File: config.mk
export PLATFORM = sky130hd
export DESIGN_NAME = piece_controller
export DESIGN_NICKNAME = d
export VERILOG_FILES = /design/src/rtl/piece_controller.sv
export SDC_FILE = /design/constraint.sdc
export NUM_CORES = 1
export LEC_CHECK = 0
export CAP_MARGIN = 20
export CORE_MARGIN = 10
export CORE_UTILIZATION = 35
export CTS_CLUSTER_SIZE = 8
export DETAILED_ROUTE_END_ITERATION = 8
export GPL_ROUTABILITY_DRIVEN = 0
export PLACE_DENSITY = 0.62
export SYNTH_ARGS = -nofsm -noshare
export SYNTH_HDL_FRONTEND = slang
export SYNTH_SLANG_ARGS = --single-unit
File: constraint.sdc
create_clock -name Clk -period 2.73 [get_ports Clk]
set_clock_uncertainty 0.1 [all_clocks]
set_input_delay 0.273 -clock Clk [delete_from_list [all_inputs] [get_ports Clk]]
set_output_delay 0.273 -clock Clk [all_outputs]
set_load 0.02 [all_outputs]
File: src/rtl/piece_controller.sv
// Active-piece controller: spawns, moves, rotates and drops a piece through an external collision checker.
// Optional hard drop: define PIECE_HARD_DROP_EN to make key_drop fall until it hits, then lock.
module piece_controller (
    input  logic       Clk,
    input  logic       Reset,
    input  logic       start,
    input  logic       tick,
    input  logic       key_left,
    input  logic       key_right,
    input  logic       key_rot,
    input  logic       key_drop,
    input  logic [2:0] rnd,
    input  logic       chk_ack,
    input  logic       chk_hit,
    output logic       chk_req,
    output logic [2:0] cand_shape,
    output logic [4:0] cand_left,
    output logic [4:0] cand_top,
    output logic [1:0] cand_rot,
    output logic [2:0] shape,
    output logic [4:0] left,
    output logic [4:0] top,
    output logic [1:0] rotation,
    output logic       alive,
    output logic       lock_pulse,
    output logic       game_over
);

    typedef enum logic [2:0] {IDLE, SPAWN, READY, CHECK, LOCK, OVER} state_t;
    typedef enum logic [2:0] {MV_SPAWN, MV_LEFT, MV_RIGHT, MV_ROT, MV_GRAV, MV_DROP} move_t;

    typedef struct packed {
        logic [2:0] shape;
        logic [4:0] left;
        logic [4:0] top;
        logic [1:0] rot;
    } piece_t;

    state_t state, nxt_state;
    move_t  move, nxt_move;
    piece_t cur, nxt_cur;
    piece_t cand, nxt_cand;
    logic   tick_pending, nxt_tick_pending;
    logic   alive_q, nxt_alive;
    logic   chk_req_q, nxt_chk_req;
    logic   go;
    logic   falling;

    // NOTE: synchronous reset and <= only, so every register samples pre-edge values.
    always_ff @(posedge Clk) begin
        if (Reset) begin
            state        <= IDLE;
            move         <= MV_SPAWN;
            cur          <= '0;
            cand         <= '0;
            tick_pending <= 1'b0;
            alive_q      <= 1'b0;
            chk_req_q    <= 1'b0;
        end else begin
            state        <= nxt_state;
            move         <= nxt_move;
            cur          <= nxt_cur;
            cand         <= nxt_cand;
            tick_pending <= nxt_tick_pending;
            alive_q      <= nxt_alive;
            chk_req_q    <= nxt_chk_req;
        end
    end

    // NOTE: every signal gets a default before the case, so no path can infer a latch.
    always_comb begin
        nxt_state        = state;
        nxt_move         = move;
        nxt_cur          = cur;
        nxt_cand         = cand;
        nxt_tick_pending = tick_pending | tick;
        nxt_alive        = alive_q;
        nxt_chk_req      = chk_req_q;
        go               = 1'b0;
        falling          = 1'b0;

        case (state)
            IDLE, OVER: begin
                if (start) nxt_state = SPAWN;
            end

            SPAWN: begin
                nxt_cand.shape = (rnd == 3'd7) ? 3'd0 : rnd;
                nxt_cand.left  = 5'd3;
                nxt_cand.top   = 5'd0;
                nxt_cand.rot   = 2'd0;
                nxt_move       = MV_SPAWN;
                nxt_chk_req    = 1'b1;
                nxt_state      = CHECK;
            end

            READY: begin
                nxt_cand = cur;
                if (key_drop) begin
                    nxt_cand.top = cur.top + 5'd1;
`ifdef PIECE_HARD_DROP_EN
                    nxt_move     = MV_DROP;
`else
                    nxt_move     = MV_GRAV;
`endif
                    go           = 1'b1;
                    falling      = 1'b1;
                end else if (key_rot) begin
                    nxt_cand.rot = cur.rot + 2'd1;
                    nxt_move     = MV_ROT;
                    go           = 1'b1;
                end else if (key_left) begin
                    // Edge moves are dropped here so a wrapped column never reaches the checker.
                    if (cur.left != 5'd0) begin
                        nxt_cand.left = cur.left - 5'd1;
                        nxt_move      = MV_LEFT;
                        go            = 1'b1;
                    end
                end else if (key_right) begin
                    if (cur.left != 5'd31) begin
                        nxt_cand.left = cur.left + 5'd1;
                        nxt_move      = MV_RIGHT;
                        go            = 1'b1;
                    end
                end else if (tick_pending || tick) begin
                    nxt_tick_pending = 1'b0;
                    nxt_cand.top     = cur.top + 5'd1;
                    nxt_move         = MV_GRAV;
                    go               = 1'b1;
                    falling          = 1'b1;
                end

                if (go) begin
                    if (falling && cur.top == 5'd31) begin
                        nxt_state = LOCK;
                        nxt_alive = 1'b0;
                    end else begin
                        nxt_chk_req = 1'b1;
                        nxt_state   = CHECK;
                    end
                end
            end

            CHECK: begin
                if (!chk_req_q) begin
                    nxt_chk_req = 1'b1;
                end else if (chk_ack) begin
                    nxt_chk_req = 1'b0;
                    if (!chk_hit) begin
                        nxt_cur   = cand;
                        nxt_alive = 1'b1;
                        if (move == MV_DROP) begin
                            // Hard drop stays in CHECK; the request re-rises next cycle one row lower.
                            if (cand.top == 5'd31) begin
                                nxt_state = LOCK;
                                nxt_alive = 1'b0;
                            end else begin
                                nxt_cand.top = cand.top + 5'd1;
                            end
                        end else begin
                            nxt_state = READY;
                        end
                    end else begin
                        case (move)
                            MV_SPAWN: begin
                                nxt_state = OVER;
                                nxt_alive = 1'b0;
                            end
                            MV_GRAV, MV_DROP: begin
                                nxt_state = LOCK;
                                nxt_alive = 1'b0;
                            end
                            default: nxt_state = READY;
                        endcase
                    end
                end
            end

            LOCK: nxt_state = SPAWN;

            default: nxt_state = IDLE;
        endcase
    end

    assign chk_req    = chk_req_q;
    assign cand_shape = cand.shape;
    assign cand_left  = cand.left;
    assign cand_top   = cand.top;
    assign cand_rot   = cand.rot;
    assign shape      = cur.shape;
    assign left       = cur.left;
    assign top        = cur.top;
    assign rotation   = cur.rot;
    assign alive      = alive_q;
    assign lock_pulse = (state == LOCK);
    assign game_over  = (state == OVER);

endmodule

Yosys cells after proc, flatten, opt, wreduce, memory -nomap -nowiden
Cells that the tools add are included.
{ "totals": {"in_bits": 13, "latch_bits": 0, "ramBits": 0, "mem_bits_ro": 0, "n_memories": 0, "output_inout_bits": 34, "register_bits": 39} }
{ "op_classes": {"eq_ne": 25, "muxes": 72, "multipliers": 0, "bitwise_logic": 2, "n_lt_le_gt_ge": 0, "add_sub_neg": 5, "div": 0, "n_reduce_logical": 17, "shift": 0} }
{ "op_table": {"columns": ["op", "n"], "rows": [
  ["two-way mux 5 bit", 14],
  ["two-way mux 3 bit", 16],
  ["two-way mux 1 bit", 31],
  ["inequality test 2 bit, second input constant", 9],
  ["one-hot mux 8 bit (2 select lines)", 1],
  ["adder 5 x 1 -> 5 bit, second input constant", 3],
  ["equality test 3 bit, second input constant", 5],
  ["one-hot mux 3 bit (5 select lines)", 1],
  ["one-hot mux 5 bit (3 select lines)", 1],
  ["inequality test 6 bit, second input constant", 2],
  ["one-hot mux 3 bit (2 select lines)", 2],
  ["AND reduction 6 bit", 2],
  ["equality test 5 bit, second input constant", 2],
  ["two-way mux 10 bit", 1],
  ["inequality test 5 bit, second input constant", 2],
  ["AND reduction 4 bit", 2],
  ["equality test 3 x 2 -> 1 bit, second input constant", 2],
  ["logical NOT 3 bit", 2],
  ["AND reduction 5 bit", 1],
  ["nonzero test 5 bit", 1],
  ["subtractor 5 x 1 -> 5 bit, second input constant", 1],
  ["two-way mux 2 bit", 2],
  ["inequality test 4 bit, second input constant", 1],
  ["one-hot mux 2 bit (2 select lines)", 1],
  ["14 further kinds", 16]
]} }

Logic depth before layout (Yosys ltp)
{ "logic_depth": {"depth_word": 11, "depth_mapped": 8, "mapped_depth_nobuf": 8} }

Worst setup path before layout
No wires, ideal clock.
{ "synth_timing": {"path_type": "flip-flop to flip-flop", "startpoint": "register cand, in the netlist cand_top[0]", "endpoint": "register cand, in the netlist cand_top[0]", "arrival_time_ns": 2.058, "setup_ns": 0.116, "path_buffers": 0, "path_stages_with_launch": 8, "t_required_ns": 2.514, "slack_ns": 0.455, "synth_period_minus_slack_ns": 2.275, "cell_sequence": "dfxtp_1 > ha_1 > and3_1 > ha_1 > or4bb_1 > o21ai_1 > o221ai_1 > o211a_1"} }
{ "synth_via": {"elab_chain_len": 7} }
{ "synth_rtl": {"columns": ["item", "line_no", "text"], "rows": [
  ["start, declared", "42", "piece_t cand, nxt_cand;"],
  ["start signal, assigned", "63", "cand <= nxt_cand;"],
  ["adder 5 x 1 -> 5 bit", "158", "nxt_cand.top = cand.top + 5'd1;"],
  ["two-way mux 5 bit", "154", "if (cand.top == 5'd31) begin"],
  ["two-way mux 5 bit", "152", "if (move == MV_DROP) begin"],
  ["two-way mux 5 bit", "149", "if (!chk_hit) begin"],
  ["two-way mux 5 bit", "147", "end else if (chk_ack) begin"],
  ["two-way mux 5 bit", "145", "if (!chk_req_q) begin"],
  ["one-hot mux 5 bit (3 select lines)", "82", "case (state)"]
]} }
Parallel ways exist; a longest one is shown, timed or not. The select of a mux whose other input is x is not followed.
A chain may end at the register's enable or synchronous reset.

Worst setup path after layout
Same ends and word-level chain as after synthesis.

==> impl_metrics.py <==
metrics = {
    "synth": {
        "ys_warn_count": 0,
        "synth.largest_area_cell": "dfxtp_1",
        "syn_area_um2": 2290,
        "async_flop_share": 0,
        "synth-edff-count": 0,
        "synth_common_cells": "39 x dfxtp_1, 31 x nor2_1, 19 x nand2_1, 17 x mux2i_1, 17 x o21ai_0",
        "yosysTopAreaCellShare": 0.3410,
        "avgSynthCellArea_um2": 8.266,
        "synth-seq-cells": 39,
        "yosysSeqAreaShare": 0.3410,
        "ys_types": 62,
        "syn_inst": 277,
        "synth_flop_cell": "dfxtp_1",
        "yosys.cell_count.top_type": "dfxtp_1",
        "synthesis.nets": 296,
        "synthTopCellsByArea": "dfxtp_1 34%, mux2i_1 7.4%, nor2_1 5.1%",
    },
    "final_layout": {
        "insertedDiodeCount": 0,
        "final_layout_size_suffix_gt1_frac": 0.07813,
        "nets": 339,
        "finalNonFillerCells": 397,
        "multi_input_area_um2": 1391,
        "regArea_um2": 780.7,
        "area_growth_syn_to_layout_pct": 27.60,
        "fill_cells": 614,
    },
    "setup_path": {
        "cpMaxStageDelayCell": "or4bb_1",
        "start_kind": "flop",
        "path_class": "flop to flop",
        "cpPeakStageDelay_ns": 0.54,
        "crit_fanout": 6,
        "rr_startpoint": "cand_top[0]",
        "cpMostUsedCell": "ha_1",
        "end_kind": "flop",
        "startpoint": "cand_top[0]",
        "arrival_ns": 2.43,
        "crit_required_ns": 2.82,
        "worstPathCellList": "ha_1 -> and3_1 -> ha_1 -> or4bb_1 -> o21ai_1 -> o221ai_1 -> o211a_1",
    },
    "pwr": {
        "power.density_nw_per_um2": 711.1,
        "ir_worst_vdd_uv": 352.2,
        "clkPwrFrac": 0.232,
        "p_int_mw": 1.281,
        "p_leak_nw": 1.215,
        "switchingPower_uw": 796.9,
        "p_sw_frac": 0.3836,
        "p_comb_frac": 0.394,
        "seqPwrFrac": 0.374,
    },
    "timing": {
        "hold_viol_final": 0,
        "rsz0062_at_grt": "no",
        "worst_pin_slew_ns": 0.5089,
        "finalSetupTns_ns": 0,
        "finalSetupViolations": 0,
        "fin_crit_sh": 0.8576,
        "fmax_ghz": 0.4271,
        "relSlewSlack": 0.6603,
        "period_needed_ns": 2.341,
        "maxSlewViolCount": 0,
    },
    "detailed_routing": {
        "vias_per_cell": 5.594,
        "ant_nets": 0,
        "wl_um": 6705,
        "drt_iter0_markers": 125,
        "wire_per_inst_um": 16.89,
        "drc_errors": 0,
        "firstDrtPassIters": 4,
        "via_count": 2221,
    },
    "global_route": {
        "grt_max_degree": 24,
        "first_global_vias": 2154,
        "grt_pass1_wl_um": 11020,
        "track_usage": 0.1323,
        "grt_overflow": 0,
        "antenna_found_initial": 0,
    },
    "clock_tree": {
        "cts-root-buf": "clkbuf_8",
        "cts_tree": "done",
        "postCtsSetupRepairBufs": 0,
        "clkSlewWorstSetupHoldPaths_ns": 0.08,
        "clock_path_buffers": 2,
        "insertion_delay_ns": 0.29,
        "cts_buffers": 5,
        "htree_levels": 2,
        "cts-hold-fix-buffers": 0,
        "cts_resized": 0,
        "cts_sinks": 39,
    },
    "die": {
        "die_area_um2": 10180,
        "core_um2": 6350,
        "die-height_um": 100.9,
        "io_pins": 47,
        "initial_core_util": 0.3606,
        "die_w_um": 100.9,
        "row_count": 29,
    },
    "outcome": {
        "status": "finished clean",
    },
    "hold_path": {
        "hold_class": "flop to flop",
        "min_from": "cand_left[3]",
    },
    "placement": {
        "dp_cells": 390,
        "port_buffers": 46,
        "dp_hpwl_um": 4902,
    },
    "flow_run": {
        "cap_violations": 0,
    },
}
## final cells by class
type | count | area share
well taps | 77 | 0.03298
clock buffers | 5 | 0.02355
clock inverters | 2 | 0.01285
repair buffers | 53 | 0.1756
multi-input cells | 212 | 0.4762
inverters | 9 | 0.01156
flip-flops and latches | 39 | 0.2672
## critical path, delay by kind of cell (launching register included)
kind | cells | cell delay (ns)
flip-flops | 1 | 0.36
adder cells (fa/ha/maj) | 2 | 0.39
AO/OA/AOI/OAI | 3 | 0.66
AND/OR/NAND/NOR | 2 | 0.73
## sequential cells by signal (all words and copies together), names as in the netlist
signal	cells
cand_left	5
cand_top	5
left	5
top	5
cand_shape	3
move	3
shape	3
state	3
cand_rot	2
rotation	2
alive	1
chk_req	1
tick_pending	1
## logic make-up after synthesis
group | count (synthesis) | synth area share
AND/OR/NAND/NOR | 109 | 0.2519
buffers and inverters | 26 | 0.05136
AO/OA/AOI/OAI | 73 | 0.2197
adder cells (fa/ha/maj) | 6 | 0.03279
flip-flops | 39 | 0.3410
XOR/XNOR | 5 | 0.01912
multiplexers | 19 | 0.08415
## power by group through the flow
stage	clock network (mW)	registers, mW	logic (mW)
global placement	0	0.788	0.823
CTS	0.491	0.776	0.826
finish	0.481	0.777	0.819
global route	0.520	0.797	0.903
floorplan	0	0.818	0.501
detailed placement	0	0.788	0.822
## metrics by stage
stage | worst slack, ns | utilization | cell area, um2 | total power, mW | hold WS (ns)
after floorplan | 0.4553 | - | 2290 | 1.319 | 0.3466
after global placement | 0.3604 | 0.4434 | 2815 | 1.611 | 0.3617
after detailed placement | 0.3582 | 0.4434 | 2815 | 1.610 | 0.3747
after CTS | 0.3688 | 0.4601 | 2922 | 2.093 | 0.3890
after global routing | 0.2234 | 0.4601 | 2922 | 2.219 | 0.4010
final | 0.3888 | 0.4601 | 2922 | 2.078 | 0.3850
## placed cells by master, fill, tap and decap left out, types with 3 or more instances in the layout
cell type	synthesis	final
a21o_1	4	4
a21oi_1	13	13
a22oi_1	3	3
a31oi_1	3	3
a32oi_1	4	4
and3_1	3	3
buf_4	1	7
clkbuf_8	0	5
clkdlybuf4s50_1	0	46
dfxtp_1	39	39
ha_1	6	6
inv_1	8	8
mux2i_1	17	17
nand2_1	19	19
nand3_1	8	8
nor2_1	31	31
nor2b_1	5	5
nor3_1	14	14
nor4_1	3	3
o211ai_1	4	4
o21ai_0	17	17
or3_1	3	3
or4_1	3	3
xnor2_1	4	4
## worst paths after layout
kind	endpoint	slack (ns)	depth (start not counted)
max reg2reg	cand_top[0]	0.39	7
min reg2reg	cand_left[3]	0.39	2
min	cand_left[3]	0.39	2
max	cand_top[0]	0.39	7
## metal layers
layer	track usage	wire, um	vias to the layer above
met1	0.1728	3125	1043
met2	0.2025	2951	72
met4	0.03370	37	0
met3	0.04458	591	5
met5	0	0	-
li1	-	-	1101
Power figures use the tool's default switching activity.
